## config.mk

```make
export PLATFORM = sky130hd
export DESIGN_NAME = sram_operand_reader
export DESIGN_NICKNAME = d
export VERILOG_FILES = /design/src/rtl/sram_operand_reader_pkg.sv /design/src/rtl/sram_read_timer.sv /design/src/rtl/sram_operand_reader.sv
export SDC_FILE = /design/constraint.sdc
export NUM_CORES = 1
export LEC_CHECK = 0
export CORE_UTILIZATION = 39
export CTS_BUF_LIST = sky130_fd_sc_hd__clkbuf_8
export CTS_CLUSTER_SIZE = 25
export DETAILED_ROUTE_END_ITERATION = 8
export MAX_ROUTING_LAYER = met4
export PLACE_DENSITY = 0.78
export REMOVE_ABC_BUFFERS = 1
export SYNTH_ARGS = -nofsm -noshare
export SYNTH_HDL_FRONTEND = slang
export SYNTH_SLANG_ARGS = --single-unit
```

## constraint.sdc

```tcl
create_clock -name clk -period 1.69 [get_ports clk]
set_input_delay 0.169 -clock clk [delete_from_list [all_inputs] [get_ports clk]]
set_output_delay 0.169 -clock clk [all_outputs]
set_load 0.05 [all_outputs]
```

## src/rtl/sram_operand_reader_pkg.sv

```systemverilog
// rtl/sram_operand_reader_pkg.sv - shared widths, depth, state encoding and read-wait default
package sram_operand_reader_pkg;

    localparam int DATA_W            = 16;
    localparam int ADDR_W            = 4;
    localparam int DEPTH             = 8;
    localparam int READ_WAIT_DEFAULT = 2;

    typedef enum logic [1:0] {
        IDLE    = 2'd0,
        ACCESS  = 2'd1,
        PRESENT = 2'd2
    } rd_state_e;

    // Requested pair count limited to the SRAM depth.
    function automatic logic [ADDR_W-1:0] clamp_len(input logic [ADDR_W-1:0] l);
        return (l > ADDR_W'(DEPTH)) ? ADDR_W'(DEPTH) : l;
    endfunction

endpackage

```

## src/rtl/sram_read_timer.sv

```systemverilog
// rtl/sram_read_timer.sv - read-wait down-counter flagging the data sample edge
module sram_read_timer
    import sram_operand_reader_pkg::*;
#(
    parameter int READ_WAIT = READ_WAIT_DEFAULT
) (
    input  logic clk,
    input  logic rst,
    input  logic load,
    input  logic clear,
    input  logic run,
    output logic fire
);

    localparam int CNT_W = (READ_WAIT > 1) ? $clog2(READ_WAIT) : 1;

    logic [CNT_W-1:0] cnt;

    // Loaded on entry to an access; reaches zero in the last access cycle.
    always_ff @(posedge clk) begin
        if (rst || clear) begin
            cnt <= '0;
        end else if (load) begin
            cnt <= CNT_W'(READ_WAIT - 1);
        end else if (run && (cnt != '0)) begin
            cnt <= cnt - CNT_W'(1);
        end
    end

    assign fire = run && (cnt == '0);

endmodule

```

## src/rtl/sram_operand_reader.sv

```systemverilog
// rtl/sram_operand_reader.sv - sequences paired A/B SRAM reads into a valid/ready operand stream
module sram_operand_reader
    import sram_operand_reader_pkg::*;
#(
    parameter int READ_WAIT = READ_WAIT_DEFAULT
) (
    input  logic              clk,
    input  logic              rst,
    input  logic              start,
    input  logic [ADDR_W-1:0] len,
    input  logic              abort,
    output logic              sram_cs_n,
    output logic              sram_oe_n,
    output logic              sram_we_n,
    output logic [ADDR_W-1:0] sram_addr,
    input  logic [DATA_W-1:0] sram_data_a,
    input  logic [DATA_W-1:0] sram_data_b,
    output logic [DATA_W-1:0] op_a,
    output logic [DATA_W-1:0] op_b,
    output logic              op_valid,
    output logic              op_last,
    input  logic              op_ready,
    output logic              busy,
    output logic              done
);

    rd_state_e         state, state_next;
    logic [ADDR_W-1:0] pass_cnt;

    logic pass_start;
    logic timer_load;
    logic timer_fire;
    logic capture;
    logic addr_inc;
    logic addr_clr;
    logic drop_valid;
    logic done_next;

    sram_read_timer #(
        .READ_WAIT (READ_WAIT)
    ) u_timer (
        .clk   (clk),
        .rst   (rst),
        .load  (timer_load),
        .clear (addr_clr),
        .run   (state == ACCESS),
        .fire  (timer_fire)
    );

    always_ff @(posedge clk) begin
        if (rst) begin
            state <= IDLE;
        end else begin
            state <= state_next;
        end
    end

    always_comb begin
        state_next = state;
        pass_start = 1'b0;
        timer_load = 1'b0;
        capture    = 1'b0;
        addr_inc   = 1'b0;
        addr_clr   = 1'b0;
        drop_valid = 1'b0;
        done_next  = 1'b0;
        unique case (state)
            IDLE: begin
                if (start && !abort) begin
                    if (len != '0) begin
                        pass_start = 1'b1;
                        timer_load = 1'b1;
                        state_next = ACCESS;
                    end else begin
                        done_next = 1'b1;
                    end
                end
            end
            ACCESS: begin
                if (abort) begin
                    addr_clr   = 1'b1;
                    state_next = IDLE;
                end else if (timer_fire) begin
                    capture    = 1'b1;
                    state_next = PRESENT;
                end
            end
            PRESENT: begin
                if (abort) begin
                    addr_clr   = 1'b1;
                    drop_valid = 1'b1;
                    state_next = IDLE;
                end else if (op_valid && op_ready) begin
                    drop_valid = 1'b1;
                    if (op_last) begin
                        addr_clr   = 1'b1;
                        done_next  = 1'b1;
                        state_next = IDLE;
                    end else begin
                        addr_inc   = 1'b1;
                        timer_load = 1'b1;
                        state_next = ACCESS;
                    end
                end
            end
            default: begin
                addr_clr   = 1'b1;
                drop_valid = 1'b1;
                state_next = IDLE;
            end
        endcase
    end

    // op_a/op_b are deliberately left holding the last pair once valid drops.
    always_ff @(posedge clk) begin
        if (rst) begin
            sram_addr <= '0;
            pass_cnt  <= '0;
            op_a      <= '0;
            op_b      <= '0;
            op_valid  <= 1'b0;
            op_last   <= 1'b0;
            done      <= 1'b0;
        end else begin
            done <= done_next;
            if (pass_start) begin
                pass_cnt  <= clamp_len(len);
                sram_addr <= '0;
            end else if (addr_clr) begin
                sram_addr <= '0;
            end else if (addr_inc) begin
                sram_addr <= sram_addr + ADDR_W'(1);
            end
            if (capture) begin
                op_a     <= sram_data_a;
                op_b     <= sram_data_b;
                op_valid <= 1'b1;
                op_last  <= (sram_addr == (pass_cnt - ADDR_W'(1)));
            end else if (drop_valid) begin
                op_valid <= 1'b0;
                op_last  <= 1'b0;
            end
        end
    end

    assign sram_cs_n = (state != ACCESS);
    assign sram_oe_n = (state != ACCESS);
    assign sram_we_n = 1'b1;
    assign busy      = (state != IDLE);

endmodule

```

==> results <==
==> registers in the layout, summed over array words and instances (netlist names) <==
signal       count
op_a            16
op_b            16
pass_cnt         4
sram_addr        4
state            2
done             1
op_last          1
op_valid         1
u_timer.cnt      1
==> report_power, final <==
part           switching, mW  internal [mW]  total, mW
logic                  0.288          0.254      0.541
registers             0.0225           1.12       1.14
clock network          0.379          0.286      0.665
==> worst min path at each step <==
stage / startpoint / endpoint / slack, ps
after floorplan: rst / op_a[0] / 240
after global placement: op_b[15] / op_b[15] / 440
after detailed placement: op_b[5] / op_b[5] / 450
after CTS: sram_data_b[9] / op_b[9] / 390
after global routing: sram_data_a[0] / op_a[0] / 390
final: sram_data_b[9] / op_b[9] / 390
==> synthesized netlist by cell type <==
cell type / n / share of area
buf_4: 2 / 0.0078
nand3b_1: 3 / 0.012
nor4b_2: 1 / 0.0078
nand3_1: 3 / 0.0078
a211oi_2: 1 / 0.0065
o22ai_1: 1 / 0.0033
o21ai_0: 8 / 0.021
o221a_2: 1 / 0.0059
nand2_1: 66 / 0.13
or3b_2: 1 / 0.0046
a31oi_1: 1 / 0.0033
o21ba_2: 1 / 0.0052
clkbuf_2: 1 / 0.0026
and4b_1: 1 / 0.0052
nor2_1: 2 / 0.0039
o31ai_1: 3 / 0.012
nand2b_1: 2 / 0.0065
a22oi_1: 1 / 0.0039
xnor2_1: 4 / 0.018
and3_1: 1 / 0.0033
a2bb2oi_1: 1 / 0.0046
a22o_1: 1 / 0.0046
xor2_1: 2 / 0.0092
o2111ai_1: 1 / 0.0046
or3_1: 2 / 0.0065
buf_2: 2 / 0.0052
nor4b_1: 1 / 0.0046
nand4_1: 1 / 0.0033
nor2b_1: 1 / 0.0033
o311ai_0: 1 / 0.0046
a211oi_1: 4 / 0.016
inv_1: 5 / 0.0098
ha_1: 2 / 0.013
or2_2: 1 / 0.0033
or4b_2: 2 / 0.010
or4_1: 2 / 0.0078
conb_1: 1 / 0.0020
dfxtp_1: 46 / 0.48
nor4_1: 1 / 0.0033
nor3_1: 3 / 0.0078
a21oi_1: 39 / 0.10
clkbuf_1: 12 / 0.024
==> area by class of cell <==
type                            instances  area [um2]  share of cell area
Timing Repair Buffer                  107        1026              0.3370
Sequential cell                        46       920.9              0.3025
Multi-Input combinational cell        167       908.4              0.2984
Tap cell                               67       83.83             0.02754
Clock buffer                            5       68.82             0.02261
Inverter                                5       18.77            0.006165
Clock inverter                          3       17.52            0.005754
==> cell families after synthesis <==
group / synth area share
flip-flops: 0.4810
other: 0.001959
buffers and inverters: 0.04901
AO/OA/AOI/OAI: 0.1967
XOR/XNOR: 0.02745
AND/OR/NAND/NOR: 0.2307
adder cells (fa/ha/maj): 0.01307
==> through the flow <==
step	hold slack [ps]	util	TNS (ps)	power, mW
floorplan	238.1	-	-18520	1.417
global placement	440.9	0.6262	-4930	1.702
detailed placement	445.7	0.6262	-5094	1.710
CTS	392.9	0.6445	0	2.368
global route	392.6	0.6445	0	2.460
finish	394.9	0.6445	0	2.349
==> routing by layer <==
| layer | wire (um) | vias to the layer above | track usage |
|---|---|---|---|
| li1 | - | 997 | - |
| met1 | 2178 | 889 | 0.2409 |
| met2 | 2525 | 70 | 0.3281 |
| met3 | 246 | 13 | 0.04583 |
| met4 | 132 | 0 | 0.07843 |
| met5 | 0 | - | - |
==> impl_summary.md <==
Critical path
The buffers plus inverters on the worst setup path is 1. STA classifies the critical path startpoint as a flop. The required time reported for the critical path endpoint is about 1500 ps. The biggest fanout along the worst timing path is 2. The data arrival time at the worst-slack endpoint is 1470 ps. The slowest cell on the critical path is clkdlybuf4s50_1. On the worst path, the slowest cell contributes a delay of 820 ps. The worst register-to-register path begins at state[0]. The worst setup path is captured at an output pin. For the worst flop-to-flop path, the logic depth is 3. The setup path with the least slack is of type flop to output pin. The critical path goes through clkdlybuf4s50_1. The destination of the critical timing path is op_a[7]. On the critical path the largest part of the delay comes from buffers and inverters. The capture point of the worst reg-to-reg path is sram_addr[3]. Tracing the worst setup path back leads to its startpoint at op_a[7]. In this run the number of cells on the critical path is 1. The slack of the worst reg-to-reg path is about 90 ps.

Clock tree
The tree is rooted in a clkbuf_8. Counting the buffers created by CTS gives 5. The buffers inserted during post-CTS setup optimization is 0.

Hold repair after CTS inserted 0 buffers. At the later pin of the worst-skew pair, clock insertion delay measures 310 ps. TritonCTS built the clock tree. The number of sinks on the clock net is 46.

The clock slew at the register clock pins of the worst setup and hold paths is around 90 ps. The post-cts sizing count is 0. The depth of the CTS H-tree is 2. The clock passes through at most 2 buffers.

Power
Across the VDD grid, the largest voltage drop is between 400 and 500 uV. The power density relative to cell area is approximately 770 nW/um2. For this design the static power due to leakage is between 1 and 1.5 nW.

Place
The count of placed standard cells including taps is about 400. After detailed placement, the total cell area comes to around 3000 um2. The detailed placement HPWL is about 3700 um. Routability-driven placement finished with a final weighted congestion of ~0.89. Timing analysis after detailed placement gives a worst setup slack of -179.9 ps. Port buffering added roughly 80 buffers.

Floorplanning
The area of the die is around 5200 um2. 84 I/O pins were placed. The floorplan row count is 25. The y dimension of the die is slightly above 70 um. The width of the die is a little over 70 um. The placeable core region is 4723 um2.

The starting density of the core is 0.4053.

GRT
For this run, the total global-route usage over all layers was measured as 0.2012. Entering global routing, the biggest net connects 40 pins. The via count of the first global-routing pass is 1,744. The initial antenna violation count is 0.

The global-route congestion overflow total is 0. The first-pass GRT wire length is 7969 um.

Yosys
Yosys printed 0 warnings. The number of synthesized register bits is 46. For this run, the register share of the synthesized area comes to 0.4810. Summing every instance area after synthesis gives roughly 1900 um2.

The post-synthesis cell count is approximately 240. The average instance area after synthesis is ~8.1 um2. The number of distinct library cells after synthesis is 42.

Timing
The final critical path time including I/O delays and setup is between 1500 and 2000 ps. In this run the tightest slew margin relative to its limit is 0.6486. In the finished design, the share of the clock period the worst path needs comes to 0.9717. Setup violations remaining at the end of the flow were counted as 0. For the pin with the worst max-slew slack, the measured transition is ~530 ps. The least setup slack across all paths after layout is 47.77 ps. Across the routed clock network, the largest skew measured is roughly 11 ps.

Setup repair after global routing left no endpoint under its margin. The hold violation count in the final report is 0. The top achievable clock speed is about 0.6 GHz. The number of max-slew violations in the final report is 0.

Worst hold path
Counting instances, the worst hold path has a depth of 3. The class of the tightest hold or removal check is input pin to flop.

Layout
0 antenna diodes ended up in the layout. From synthesis to final layout, the design area changed by 59.02%. The finished layout holds 400 standard cells, fillers aside.

The number of fill cells is 412. In the final layout, the share of cells above drive strength 1 is 0.1592. The leading cell type in the layout, fill and taps excluded is clkdlybuf4s50_1.

The net total in the final layout is about 380. The final standard cell area without fillers is around 3000 um2. The top cell types in the final layout, fill and taps aside, are clkdlybuf4s50_1, nand2_1, dfxtp_1, a21oi_1, buf_4.

Flow run
The max-capacitance violation count is 0.

Outcome
The run finished with clean final reports.

Drt
The first detailed-routing pass took 4 iterations. After detailed routing, the number of remaining DRC violations is 0. The per-cell routed wire length is approximately 13 um. The routed via count is 1,969. After detailed routing, the number of vias per cell comes to 4.923. Once detail routing completed, the nets flagged for antenna violations numbered 0. The detailed router finished its first iteration with roughly 110 violations.

Summed over all layers, the routed wires come to between 5000 and 6000 um.
Note: power is estimated with default switching activity, not from simulation.
